==> src/rtl/seq_alu.sv <==
// Registered 2*WIDTH-bit ALU: single-cycle add/or/and/concat/accumulate and a
// multi-cycle shift-add multiply, with a Start/Busy/Done handshake.
module seq_alu #(
  parameter int unsigned WIDTH = 4
) (
  input  logic                 Clock,
  input  logic                 Resetn,
  input  logic                 Start,
  input  logic [WIDTH-1:0]     A,
  input  logic [WIDTH-1:0]     B,
  input  logic [2:0]           Function,
  output logic [2*WIDTH-1:0]   ALUout,
  output logic                 Busy,
  output logic                 Done
);

  localparam int unsigned RW = 2 * WIDTH;
  localparam int unsigned CW = $clog2(WIDTH) + 1;

  typedef enum logic {IDLE, MUL} state_t;

  state_t           state, state_nx;
  logic [RW-1:0]    mcand, mcand_nx;
  logic [RW-1:0]    product, product_nx;
  logic [WIDTH-1:0] mplier, mplier_nx;
  logic [CW-1:0]    count, count_nx;
  logic [RW-1:0]    alu_nx;
  logic             busy_nx, done_nx;
  logic [WIDTH:0]   sum;
  logic [RW-1:0]    step_sum;

  always_ff @(posedge Clock or negedge Resetn) begin
    if (!Resetn) begin
      state   <= IDLE;
      mcand   <= '0;
      product <= '0;
      mplier  <= '0;
      count   <= '0;
      ALUout  <= '0;
      Busy    <= 1'b0;
      Done    <= 1'b0;
    end else begin
      state   <= state_nx;
      mcand   <= mcand_nx;
      product <= product_nx;
      mplier  <= mplier_nx;
      count   <= count_nx;
      ALUout  <= alu_nx;
      Busy    <= busy_nx;
      Done    <= done_nx;
    end
  end

  always_comb begin
    sum        = {1'b0, A} + {1'b0, B};
    step_sum   = product + (mplier[0] ? mcand : '0);
    state_nx   = state;
    mcand_nx   = mcand;
    product_nx = product;
    mplier_nx  = mplier;
    count_nx   = count;
    alu_nx     = ALUout;
    busy_nx    = Busy;
    done_nx    = 1'b0;

    case (state)
      IDLE: begin
        if (Start) begin
          done_nx = 1'b1;
          case (Function)
            3'b000: alu_nx = {{(RW-WIDTH-1){1'b0}}, sum};
            3'b001: alu_nx = {{(RW-1){1'b0}}, |{A, B}};
            3'b010: alu_nx = {{(RW-1){1'b0}}, &{A, B}};
            3'b011: alu_nx = {A, B};
            3'b100: begin
              mcand_nx   = {{WIDTH{1'b0}}, A};
              mplier_nx  = B;
              product_nx = '0;
              count_nx   = '0;
              state_nx   = MUL;
              busy_nx    = 1'b1;
              done_nx    = 1'b0;
            end
            3'b101: alu_nx = ALUout + {{WIDTH{1'b0}}, A};
            default: alu_nx = '0;
          endcase
        end
      end
      MUL: begin
        product_nx = step_sum;
        mcand_nx   = mcand << 1;
        mplier_nx  = mplier >> 1;
        count_nx   = count + CW'(1);
        // Final step: step_sum already includes the last partial product.
        if (count == CW'(WIDTH - 1)) begin
          alu_nx   = step_sum;
          done_nx  = 1'b1;
          busy_nx  = 1'b0;
          state_nx = IDLE;
        end
      end
      default: state_nx = IDLE;
    endcase
  end

endmodule

==> config.mk <==
export PLATFORM = sky130hd
export DESIGN_NAME = seq_alu
export DESIGN_NICKNAME = d
export VERILOG_FILES = /design/src/rtl/seq_alu.sv
export SDC_FILE = /design/constraint.sdc
export NUM_CORES = 1
export LEC_CHECK = 0
export CAP_MARGIN = 20
export CORE_ASPECT_RATIO = 0.75
export CORE_MARGIN = 2
export CORE_UTILIZATION = 45
export CTS_CLUSTER_DIAMETER = 40
export DETAILED_ROUTE_END_ITERATION = 7
export GPL_TIMING_DRIVEN = 1
export HOLD_SLACK_MARGIN = 0.05
export PLACE_DENSITY = 0.65
export SLEW_MARGIN = 10
export SYNTH_ARGS = -nofsm -noshare
export SYNTH_HDL_FRONTEND = slang
export SYNTH_SLANG_ARGS = --single-unit
==> constraint.sdc <==
create_clock -name Clock -period 2.5 [get_ports Clock]
set_clock_uncertainty 0.15 [all_clocks]
set_input_delay 0.5 -clock Clock [delete_from_list [all_inputs] [get_ports Clock]]
set_output_delay 0.5 -clock Clock [all_outputs]
set_load 0.02 [all_outputs]
# Word level (Yosys, flattened, before mapping)
# Cells that the tools add are included.
[totals]
romBits = 0
latchBits = 0
mem_count = 0
output_inout_bits = 10
ff_bits = 34
inputBits = 14
ram_bits = 0
word_cells = 58
[classes]
order_cmp = 0
div = 0
n_mul = 0
reduce_logical = 6
shifts = 0
eq_ne = 10
n_bitwise = 1
addsub = 4
n_mux = 29
[op_table]
columns = ["op", "count"]
rows = [
  ["$mux W8", 7],
  ["$pmux W8 S2", 3],
  ["$pmux W8 S6", 1],
  ["$eq A3 B2 Y1 const B", 3],
  ["$mux W1", 9],
  ["$add A8 B4 Y8", 1],
  ["$add A8 B8 Y8", 1],
  ["$mux W4", 2],
  ["$pmux W4 S2", 1],
  ["$reduce_and A8 Y1", 1],
  ["$reduce_or A8 Y1", 1],
  ["$eq A3 B3 Y1 const B", 2],
  ["$mux W3", 2],
  ["$pmux W1 S2", 3],
  ["$pmux W3 S2", 1],
  ["$reduce_and A3 Y1", 2],
  ["$add A4 B4 Y5", 1],
  ["$ne A2 B1 Y1 const B", 2],
  ["$ne A2 B2 Y1 const B", 2],
  ["$add A3 B1 Y3 const B", 1],
  ["$eq A3 B1 Y1 const B", 1],
  ["$logic_not A3 Y1", 1],
  ["$reduce_and A2 Y1", 1],
  ["$not A1 Y1", 1],
]

# Logic depth before layout (Yosys ltp)
# Gate-level depths: netlist of the first run.
[logic_depth]
depth_word = 4
ltp_mapped = 8
ltp_nobuf = 8

# Least setup slack after synthesis of the first run
# No wires, ideal clock.
[synth_path]
path_kind = "register -> register"
startpoint = "reg mplier[0]"
endpoint = "reg ALUout[6]"
setup_ns = 0.136
t_required_ns = 2.214
path_buffers = 0
slack_ns = 0.309
arrival_time_ns = 1.905
stages_incl_launch_ff = 8
period_less_slack_ns = 2.191
path_cell_list = "dfrtp_1 > and2_1 > ha_1 > fa_1 > a211oi_1 > o41ai_1 > nor4_1 > a21oi_1"
[synth_via]
elab_chain_len = 4
[synth_lines]
columns = ["element", "line", "source"]
rows = [
  ["start, declared", "25", "logic [WIDTH-1:0] mplier, mplier_nx;"],
  ["start signal, assigned", "46", "mplier <= mplier_nx;"],
  ["$mux W8", "56", "step_sum = product + (mplier[0] ? mcand : '0);"],
  ["$add A8 B8 Y8", "56", ""],
  ["$mux W8", "95", "if (count == CW'(WIDTH - 1)) begin"],
  ["$pmux W8 S2", "66", "case (state)"],
  ["end signal, assigned", "48", "ALUout <= alu_nx;"],
  ["end, declared", "12", "output logic [2*WIDTH-1:0] ALUout,"],
]
# Every way passes these cells. The select of a mux whose other input is x is not followed.
# A chain may end at the register's enable or synchronous reset.

# Worst setup path in the final report of the first run
[layout_path]
startpoint = "reg mplier[0]"
endpoint = "reg product[7]"
[layout_via]
elab_chain_len = 3
[layout_lines]
columns = ["element", "line", "source"]
rows = [
  ["$mux W8", "56", ""],
  ["$add A8 B8 Y8", "56", ""],
  ["$pmux W8 S2", "66", ""],
  ["end signal, assigned", "45", "product <= product_nx;"],
  ["end, declared", "24", "logic [RW-1:0] product, product_nx;"],
]
# Every way passes these cells.

==> flow_summary.json, run 1 <==
{
  "clk_latency_ps": 290,
  "coreArea_um2": 4980,
  "clock-root-buffer": "clkbuf_8",
  "path_class": "reg2reg",
  "worstReg2RegStart": "mplier[0]$_DFFE_PN0P_",
  "die_area_um2": 5890,
  "drv_cap": 0,
  "leakage_uw": 0.00135,
  "place.gp.congestion": 0.914,
  "worst_pin_slew_ps": 521,
  "grt_overflow_total": 0,
  "hold_depth": 2,
  "reg2regPathDepth": 8,
  "multi_input_area_um2": 1440,
  "rr_endpoint": "product[7]$_DFFE_PN0P_",
  "hold_start": "mplier[1]$_DFFE_PN0P_",
  "intPower_uw": 1530,
  "cts_sinks": 34,
  "viasPerCell": 5.47,
  "slew_headroom": 0.648,
  "post-route-util": 0.592,
  "hold_path.class": "reg2reg",
  "layout_min_cycle_time_ps": 2320,
  "synth_top_area_share": 0.358,
  "cts_tree": "yes",
  "cp.arrival_ps": 2340,
  "cts_inserted_buffers": 5,
  "seq_area_frac_synth": 0.358,
  "vias": 2089,
  "swShare": 0.407,
  "hold_buffers": 0,
  "n_antenna_cell": 0,
  "met3_length_um": 268,
  "netlist_area_um2": 2380,
  "dp.final_hpwl_um": 4690,
  "power_frac_clock": 0.164,
  "io_pins": 24,
  "status": "finished clean",
  "wirelength_um": 6060,
  "wl_per_cell_um": 15.9,
  "die_x_um": 87.9,
  "whs_ps": 326,
  "avgSynthCellArea_um2": 9.11,
  "p_total_uw": 2590,
  "synth_seq_cells": 34,
  "grt_pass1_vias": 2028,
  "highest_layer": "met4",
  "final_max_slew_viol_count": 0,
  "cp_slowest_cell": "dfrtp_1",
  "grt_max_degree": 35,
  "grt_usage": 0.232,
  "end_kind": "flop",
  "synth_top_cells_by_area": "dfrtp_1, ha_1, nand2_1, o21ai_0, mux2i_1",
  "nets": 343,
  "post-route-period-util": 0.928,
  "die_h_um": 66.9,
  "max_freq_mhz": 431,
  "synth_top_cell_by_area": "dfrtp_1",
  "drt_iter0_drc": 114,
  "post-route-drc-count": 0,
  "h-tree-depth": 2,
  "fillers": 446,
  "yosysUniqueCellTypes": 52,
  "numPortBuffers": 23,
  "met2_length_um": 2460,
  "place_area_um2": 2850,
  "powerDensity_nw_per_um2": 877,
  "worst_setup_path_start_kind": "flop",
  "synth_edf_count": 0,
  "syn_to_final_growth_pct": 24.1,
  "rows": 22,
  "pwr-share-seq": 0.356,
  "slowest_delay_ps": 380,
  "drive_gt1_frac": 0.142,
  "synthFlopType": "dfrtp_1",
  "vdd_drop_max_mv": 0.454,
  "start_util": 0.477,
  "final_hold_viol_count": 0,
  "postRouteAntennaNets": 0,
  "setup_viol": 0,
  "critical_path.cell_chain": "buf_4, and2_1, ha_1, a211oi_2, nor2_1, o41ai_2, xnor2_1, o2bb2ai_1",
  "pwr-share-comb": 0.480,
  "yosysWarnings": 0,
  "antenna_found_initial": 0,
  "syn_inst": 261,
  "drt-met1-wl_um": 3280,
  "synthArstFlopShare": 1.00,
  "rsz0062_at_grt": "false",
  "worstHoldEndpoint": "mplier[0]$_DFFE_PN0P_",
  "syn-num-nets": 295,
  "register_area_um2": 851,
  "worstPathMaxFanout": 8,
  "grt_pass1_wl_um": 10300,
  "critPathRequiredTime_ps": 2520,
  "r2r_slack_ps": 180,
  "switchingPower_uw": 1050,
  "first_pass_iters": 4,
  "cts.clk_slew.worst_paths_ps": 70,
  "cts.path.max_buffers": 2,
  "final_area_um2": 2950
}
## cell usage in the layout, fill, tap and decap left out, types with 2 or more instances in the layout
master | synthesis | layout
buf_4 | 1 | 29
o211a_1 | 2 | 2
nand2_1 | 38 | 38
nor2_1 | 9 | 9
nor4_1 | 4 | 4
nand2b_1 | 2 | 2
clkdlybuf4s50_1 | 0 | 22
xnor2_1 | 4 | 4
o2bb2ai_1 | 3 | 3
a21oi_1 | 14 | 14
a31oi_1 | 3 | 3
o21bai_1 | 2 | 2
fa_1 | 3 | 2
nor3_1 | 4 | 4
nor4b_1 | 5 | 5
xor2_1 | 5 | 5
o22ai_1 | 6 | 6
mux2i_1 | 9 | 9
inv_1 | 8 | 8
a211oi_1 | 2 | 2
o21ai_0 | 26 | 26
nor2b_1 | 3 | 3
clkbuf_8 | 0 | 6
ha_1 | 17 | 17
nand3_1 | 6 | 6
a21o_1 | 6 | 6
and3_1 | 3 | 3
and2_1 | 7 | 7
o211ai_1 | 3 | 3
dfrtp_1 | 34 | 34
## what timing repair did
item	CTS	global route
endpoints found under the setup margin	0	3
buffers inserted	0	0
gates resized for setup	0	3
## power groups by stage
stage	sequential [µW]	combinational, µW	clock (µW)
3_5_place_dp	929	1230	0
4_1_cts	919	1240	434
2_1_floorplan	967	732	0
6_report	920	1240	425
3_3_place_gp	923	1210	0
5_1_grt	950	1390	461
## metal layers
layer,vias to the layer above,GRT usage
met4,0,0.0654
met2,51,0.326
li1,1059,-
met3,6,0.0446
met5,-,0
met1,973,0.355
## final cells by class
| class | instances | share of cell area |
|---|---|---|
| well taps | 72 | 0.0305 |
| inverters | 8 | 0.0102 |
| clock buffers | 7 | 0.0293 |
| multi-input cells | 208 | 0.487 |
| flip-flops and latches | 34 | 0.289 |
| clock inverters | 1 | 0.00170 |
| repair buffers | 52 | 0.153 |
## how the worst max path moves through the flow
| stage | start | end | slack [ps] | cells past startpoint |
|---|---|---|---|---|
| floorplan | mplier[0]$_DFFE_PN0P_ | ALUout[6]$_DFFE_PN0P_ | 310 | 7 |
| global placement | A[0] | ALUout[2]$_DFFE_PN0P_ | -200 | 9 |
| detailed placement | A[0] | ALUout[2]$_DFFE_PN0P_ | -240 | 9 |
| CTS | A[0] | ALUout[6]$_DFFE_PN0P_ | 50 | 8 |
| global route | mplier[0]$_DFFE_PN0P_ | product[7]$_DFFE_PN0P_ | 40 | 8 |
| finish | mplier[0]$_DFFE_PN0P_ | product[7]$_DFFE_PN0P_ | 180 | 8 |
## sequential cells by signal, indices dropped and copies added, names as in the netlist
register,count
state,1
product,8
Done,1
count,3
mplier,4
Busy,1
ALUout,8
mcand,8
## critical path, delay by kind of cell (launching register included)
kind / cells / cell delay (ps)
AO/OA/AOI/OAI: 3 / 670
AND/OR/NAND/NOR: 2 / 300
XOR/XNOR: 1 / 220
buffers and inverters: 1 / 160
adder cells (fa/ha/maj): 1 / 320
flip-flops: 1 / 380
## cells in the mapped netlist, drive strengths merged, types with 4 or more instances
| cell type | count |
|---|---|
| nand2 | 38 |
| dfrtp | 34 |
| o21ai | 26 |
| ha | 17 |
| a21oi | 14 |
| nor2 | 11 |
| mux2i | 9 |
| and2 | 8 |
| inv | 8 |
| buf | 7 |
| a21o | 6 |
| nand3 | 6 |
| o22ai | 6 |
| nor4b | 5 |
| xor2 | 5 |
| clkbuf | 4 |
| nor3 | 4 |
| nor4 | 4 |
| o211ai | 4 |
| xnor2 | 4 |
## stage by stage
| stage | setup TNS, ps | worst slack, ps | std cells |
|---|---|---|---|
| after detailed placement | -966 | -239 | 374 |
| after floorplan | 0 | 309 | 261 |
| after global routing | 0 | 37.0 | 382 |
| final | 0 | 181 | 382 |
| after global placement | -801 | -197 | 374 |
| after CTS | 0 | 52.4 | 382 |
## logic make-up after synthesis
logic type / count (synthesis) / synth area share
buffers and inverters: 19 / 0.0389
xor gates and xnor gates: 9 / 0.0332
and+or+nand+nor: 90 / 0.195
muxes: 9 / 0.0379
adders and majority gates: 20 / 0.115
AOI/OAI and AO/OA: 80 / 0.223
DFF: 34 / 0.358
No activity file was read; power rests on OpenSTA's default activity.
==> run 2: changes to the inputs <==
GPL_TIMING_DRIVEN = 0   (was 1)
==> run 2 against run 1 <==
Net effect: clock-buffer cell count is 1 lower; sequential power up 0.8%; core utilization decreased by 2.8 points; total power shrank 0.90%; die area is the same; final cell count fell by 4.2%; routed wire length barely moved; flip-flop and latch count did not move; via count fell by 1.5%; critical path depth unchanged; global-route usage decreased by 0.081 points.
==> flow_summary.json, run 2 (synthesis results as in run 1) <==
{
  "status": "finished clean",
  "cts_sinks": 34,
  "fillers": 473,
  "setup_viol": 0,
  "vias": 2057,
  "drv_cap": 0,
  "grt_overflow_total": 0,
  "rows": 22,
  "cts.clk_slew.worst_paths_ps": 80,
  "grt_usage": 0.231,
  "top_regs": "ALUout (8), mcand (8), product (8)",
  "place_area_um2": 2690,
  "post-route-drc-count": 0,
  "post-route-period-util": 0.952,
  "cts_inserted_buffers": 5,
  "layout_min_cycle_time_ps": 2380,
  "max_freq_mhz": 420,
  "worstPathMaxFanout": 4,
  "antenna_found_initial": 0,
  "n_antenna_cell": 0,
  "grt_pass1_vias": 1953,
  "post-route-util": 0.564,
  "die_x_um": 87.9,
  "critPathRequiredTime_ps": 2520,
  "wirelength_um": 6070,
  "whs_ps": 128,
  "p_total_uw": 2560,
  "rsz0062_at_grt": "false",
  "drt_iter0_drc": 131,
  "dp.final_hpwl_um": 4570,
  "hold_path.class": "in2async",
  "final_area_um2": 2810,
  "final_hold_viol_count": 0,
  "leakage_uw": 0.00125,
  "die_area_um2": 5890,
  "grt_max_degree": 35,
  "final_max_slew_viol_count": 0,
  "most-common-layout-cells": "nand2_1, dfrtp_1, o21ai_0",
  "first_pass_iters": 5,
  "postRouteAntennaNets": 0,
  "start_util": 0.477,
  "grt_pass1_wl_um": 10200,
  "end_kind": "flop",
  "die_h_um": 66.9,
  "clk_latency_ps": 290,
  "layout_commonest_cell": "nand2_1",
  "place.gp.congestion": 0.940,
  "path_class": "in2reg",
  "cts_tree": "yes",
  "worst_setup_path_start_kind": "input port",
  "h-tree-depth": 2,
  "wl_per_cell_um": 16.6,
  "slew_headroom": 0.491,
  "cts.path.max_buffers": 2,
  "syn_to_final_growth_pct": 18.3,
  "cp.arrival_ps": 2400,
  "io_pins": 24,
  "coreArea_um2": 4980,
  "drive_gt1_frac": 0.0986,
  "vdd_drop_max_mv": 0.387,
  "numPortBuffers": 23,
  "clock-root-buffer": "clkbuf_8",
  "worst_pin_slew_ps": 763,
  "viasPerCell": 5.62,
  "powerDensity_nw_per_um2": 912,
  "nets": 327
}
[run 2: layout make-up]
type / count / area (µm²) / share of cell area
clock buffer: 6 / 82.6 / 0.0294
multi-input combinational: 208 / 1440 / 0.514
timing repair buffer: 25 / 238 / 0.0846
inverter: 8 / 30.0 / 0.0107
sequential: 34 / 852 / 0.303
buffer: 11 / 62.6 / 0.0223
clock inverter: 2 / 12.5 / 0.00445
tap: 72 / 90.1 / 0.0320
[run 2: per-stage QoR]
step                      TNS, ps  worst slack, ps  cells
after floorplan                 0              309    261
after global placement      -3320             -456    356
after detailed placement    -1920             -487    356
after CTS                       0             65.1    364
after global routing            0             2.27    366
final                           0              119    366
[run 2: final timing paths]
kind | depth (start not counted) | slack [ps] | from | to
max | 8 | 120 | B[0] | ALUout[2]$_DFFE_PN0P_
min reg2reg | 2 | 340 | mplier[2]$_DFFE_PN0P_ | mplier[1]$_DFFE_PN0P_
max reg2reg | 7 | 220 | mplier[0]$_DFFE_PN0P_ | ALUout[6]$_DFFE_PN0P_
min | 1 | 130 | Resetn | ALUout[6]$_DFFE_PN0P_
max in group asynchronous | 1 | 1540 | Resetn | mplier[0]$_DFFE_PN0P_
min in group Clock | 2 | 340 | mplier[2]$_DFFE_PN0P_ | mplier[1]$_DFFE_PN0P_
[run 2: worst max-delay path: stages]
cell and delay, ps:
clkdlybuf4s50_1 480, ha_1 240, fa_1 400, xor2_1 150, a21oi_1 250, o22ai_1 110
a21boi_0 180, o21ai_0 90
[run 2: metal layers]
layer,vias to the layer above,track usage,part of all wire
met5,-,0,0
met4,0,0.0519,0.0099
met3,8,0.0384,0.062
met2,61,0.325,0.41
met1,966,0.363,0.52
li1,1022,-,-
[run 2: power breakdown]
group / leakage, µW / switching, µW / internal (µW) / total [µW]
clock: 0.0000472 / 213 / 222 / 435
sequential: 0.000445 / 174 / 753 / 927
combinational: 0.000754 / 684 / 517 / 1200
[run 2: repair_timing]
item	in CTS	in global routing
setup endpoints to repair	2	2
gates cloned	0	0
resized for setup	4	3
pin swaps	0	3
hold buffers	0	0
setup buffers	0	2
==> run 3: changes to the inputs <==
ABC_AREA = 0   (was not set)
CELL_PAD_IN_SITES_DETAIL_PLACEMENT = 0   (was not set)
CELL_PAD_IN_SITES_GLOBAL_PLACEMENT = 1   (was not set)
CORE_UTILIZATION = 44   (was 45)
PLACE_DENSITY = not set   (was 0.65)
PLACE_DENSITY_LB_ADDON = 0.1   (was not set)
==> run 3 against run 2 <==
Net effect: clock power is essentially flat; routed wire length grew 4.7%; via count grew 2.0%; flip-flop and latch count is the same; largest cell class unchanged; largest power group unchanged; highest routed layer unchanged.
==> flow_summary.json, run 3 (synthesis results as in run 1) <==
{
  "status": "finished clean",
  "clock-root-buffer": "clkbuf_8",
  "setup_viol": 0,
  "rsz0062_at_grt": "false",
  "cts.clk_slew.worst_paths_ps": 80,
  "powerDensity_nw_per_um2": 917,
  "slowest_delay_ps": 580,
  "grt_pass1_wl_um": 10300,
  "most-common-layout-cells": "nand2_1, dfrtp_1, o21ai_0",
  "coreArea_um2": 5270,
  "nets": 325,
  "wl_per_cell_um": 17.3,
  "crit_family": "compound AO/OA/AOI/OAI gates",
  "slew_headroom": 0.461,
  "die_area_um2": 6010,
  "syn_to_final_growth_pct": 18.4,
  "top_regs": "ALUout (8), mcand (8), product (8)",
  "r2r_slack_ps": 190,
  "final_max_slew_viol_count": 0,
  "end_kind": "flop",
  "viasPerCell": 5.72,
  "final_hold_viol_count": 0,
  "cp.arrival_ps": 2430,
  "p_total_uw": 2580,
  "worst_pin_slew_ps": 808,
  "drive_gt1_frac": 0.0959,
  "numPortBuffers": 23,
  "worstPathMaxFanout": 6,
  "vias": 2098,
  "layout_min_cycle_time_ps": 2410,
  "cp_slowest_cell": "clkdlybuf4s50_1",
  "reg2regPathDepth": 7,
  "hold_path.class": "in2async",
  "cts_inserted_buffers": 5,
  "antenna_found_initial": 0,
  "final_area_um2": 2810,
  "cts_tree": "yes",
  "wirelength_um": 6350,
  "critical_path.cell_chain": "clkdlybuf4s50_1, ha_1, a21oi_1, o22ai_1, a31oi_1, o21ai_0, o211ai_2",
  "leakage_uw": 0.00124,
  "post-route-period-util": 0.966,
  "vdd_drop_max_mv": 0.461,
  "post-route-drc-count": 0,
  "rows": 23,
  "path_class": "in2reg",
  "die_x_um": 88.9,
  "rr_endpoint": "product[7]$_DFFE_PN0P_",
  "post-route-util": 0.534,
  "grt_pass1_vias": 1988,
  "n_antenna_cell": 0,
  "die_h_um": 67.7,
  "drv_cap": 0,
  "cts_sinks": 34,
  "grt_usage": 0.229,
  "place_area_um2": 2700,
  "clk_latency_ps": 290,
  "layout_commonest_cell": "nand2_1",
  "dp.final_hpwl_um": 4670,
  "io_pins": 24,
  "worstReg2RegStart": "mplier[0]$_DFFE_PN0P_",
  "cts.path.max_buffers": 2,
  "max_freq_mhz": 414,
  "numPlacedInstances": 359,
  "place.gp.congestion": 0.833,
  "start_util": 0.451,
  "grt_max_degree": 35,
  "worst_setup_path_start_kind": "input port",
  "first_pass_iters": 4,
  "hold_buffers": 0,
  "critPathRequiredTime_ps": 2520,
  "drt_iter0_drc": 104,
  "final_cells": 367,
  "h-tree-depth": 2,
  "grt_overflow_total": 0,
  "postRouteAntennaNets": 0,
  "worst-path-buf-inv": 1
}
==> run 3: changes by cell type in the layout (fill, tap and decap cells not counted) <==
cell / before / now
buf_4: 3 / 1
a21oi_1: 14 / 13
a21oi_2: 0 / 1
ha_2: 1 / 0
ha_4: 0 / 1
==> run 3: what timing repair did <==
item | 4_1_cts | 5_1_grt
endpoints found under the hold margin | 0 | 0
gates cloned | 0 | 0
setup endpoints to repair | 3 | 2
resized for setup | 2 | 6
buffers inserted | 0 | 0
pin swaps | 0 | 1
==> run 3: worst max-delay path by stage <==
| stage | startpoint | to | slack (ps) | cells after the start |
|---|---|---|---|---|
| global route | B[0] | ALUout[2]$_DFFE_PN0P_ | 20 | 8 |
| CTS | mplier[0]$_DFFE_PN0P_ | ALUout[6]$_DFFE_PN0P_ | 10 | 7 |
| detailed placement | A[0] | ALUout[6]$_DFFE_PN0P_ | -420 | 8 |
| floorplan | mplier[0]$_DFFE_PN0P_ | ALUout[6]$_DFFE_PN0P_ | 310 | 7 |
| global placement | A[0] | ALUout[6]$_DFFE_PN0P_ | -420 | 8 |
| finish | A[3] | ALUout[7]$_DFFE_PN0P_ | 90 | 7 |
==> run 3: final cells by class <==
| cell class | count | area (µm²) |
|---|---|---|
| fillers | 516 | 2450 |
| multi-input cells | 208 | 1460 |
| repair buffers | 23 | 223 |
| plain buffers | 11 | 62.6 |
| flip-flops and latches | 34 | 852 |
| clock inverters | 2 | 12.5 |
| inverters | 8 | 30.0 |
| well taps | 75 | 93.8 |
| clock buffers | 6 | 82.6 |
==> run 3: power breakdown <==
part	leakage [µW]	switching (µW)	total, µW	internal, µW
clock network	0.0000472	217	438	222
registers	0.000445	181	934	753
logic	0.000747	688	1210	521
total	0.00124	1090	2580	1500
==> run 3: metrics by stage <==
step / hold slack, ps / worst slack, ps / TNS [ps]
after floorplan: 54.4 / 309 / 0
after global placement: 312 / -415 / -2940
after detailed placement: 321 / -423 / -1990
after CTS: 177 / 12.7 / 0
after global routing: 197 / 19.0 / 0
final: 144 / 86.0 / 0
==> run 3: routing by layer <==
metal / global-route usage / part of all wire
met1: 0.352 / 0.53
met2: 0.340 / 0.43
met3: 0.0379 / 0.037
met4: 0.0341 / 0.0049
met5: 0 / 0
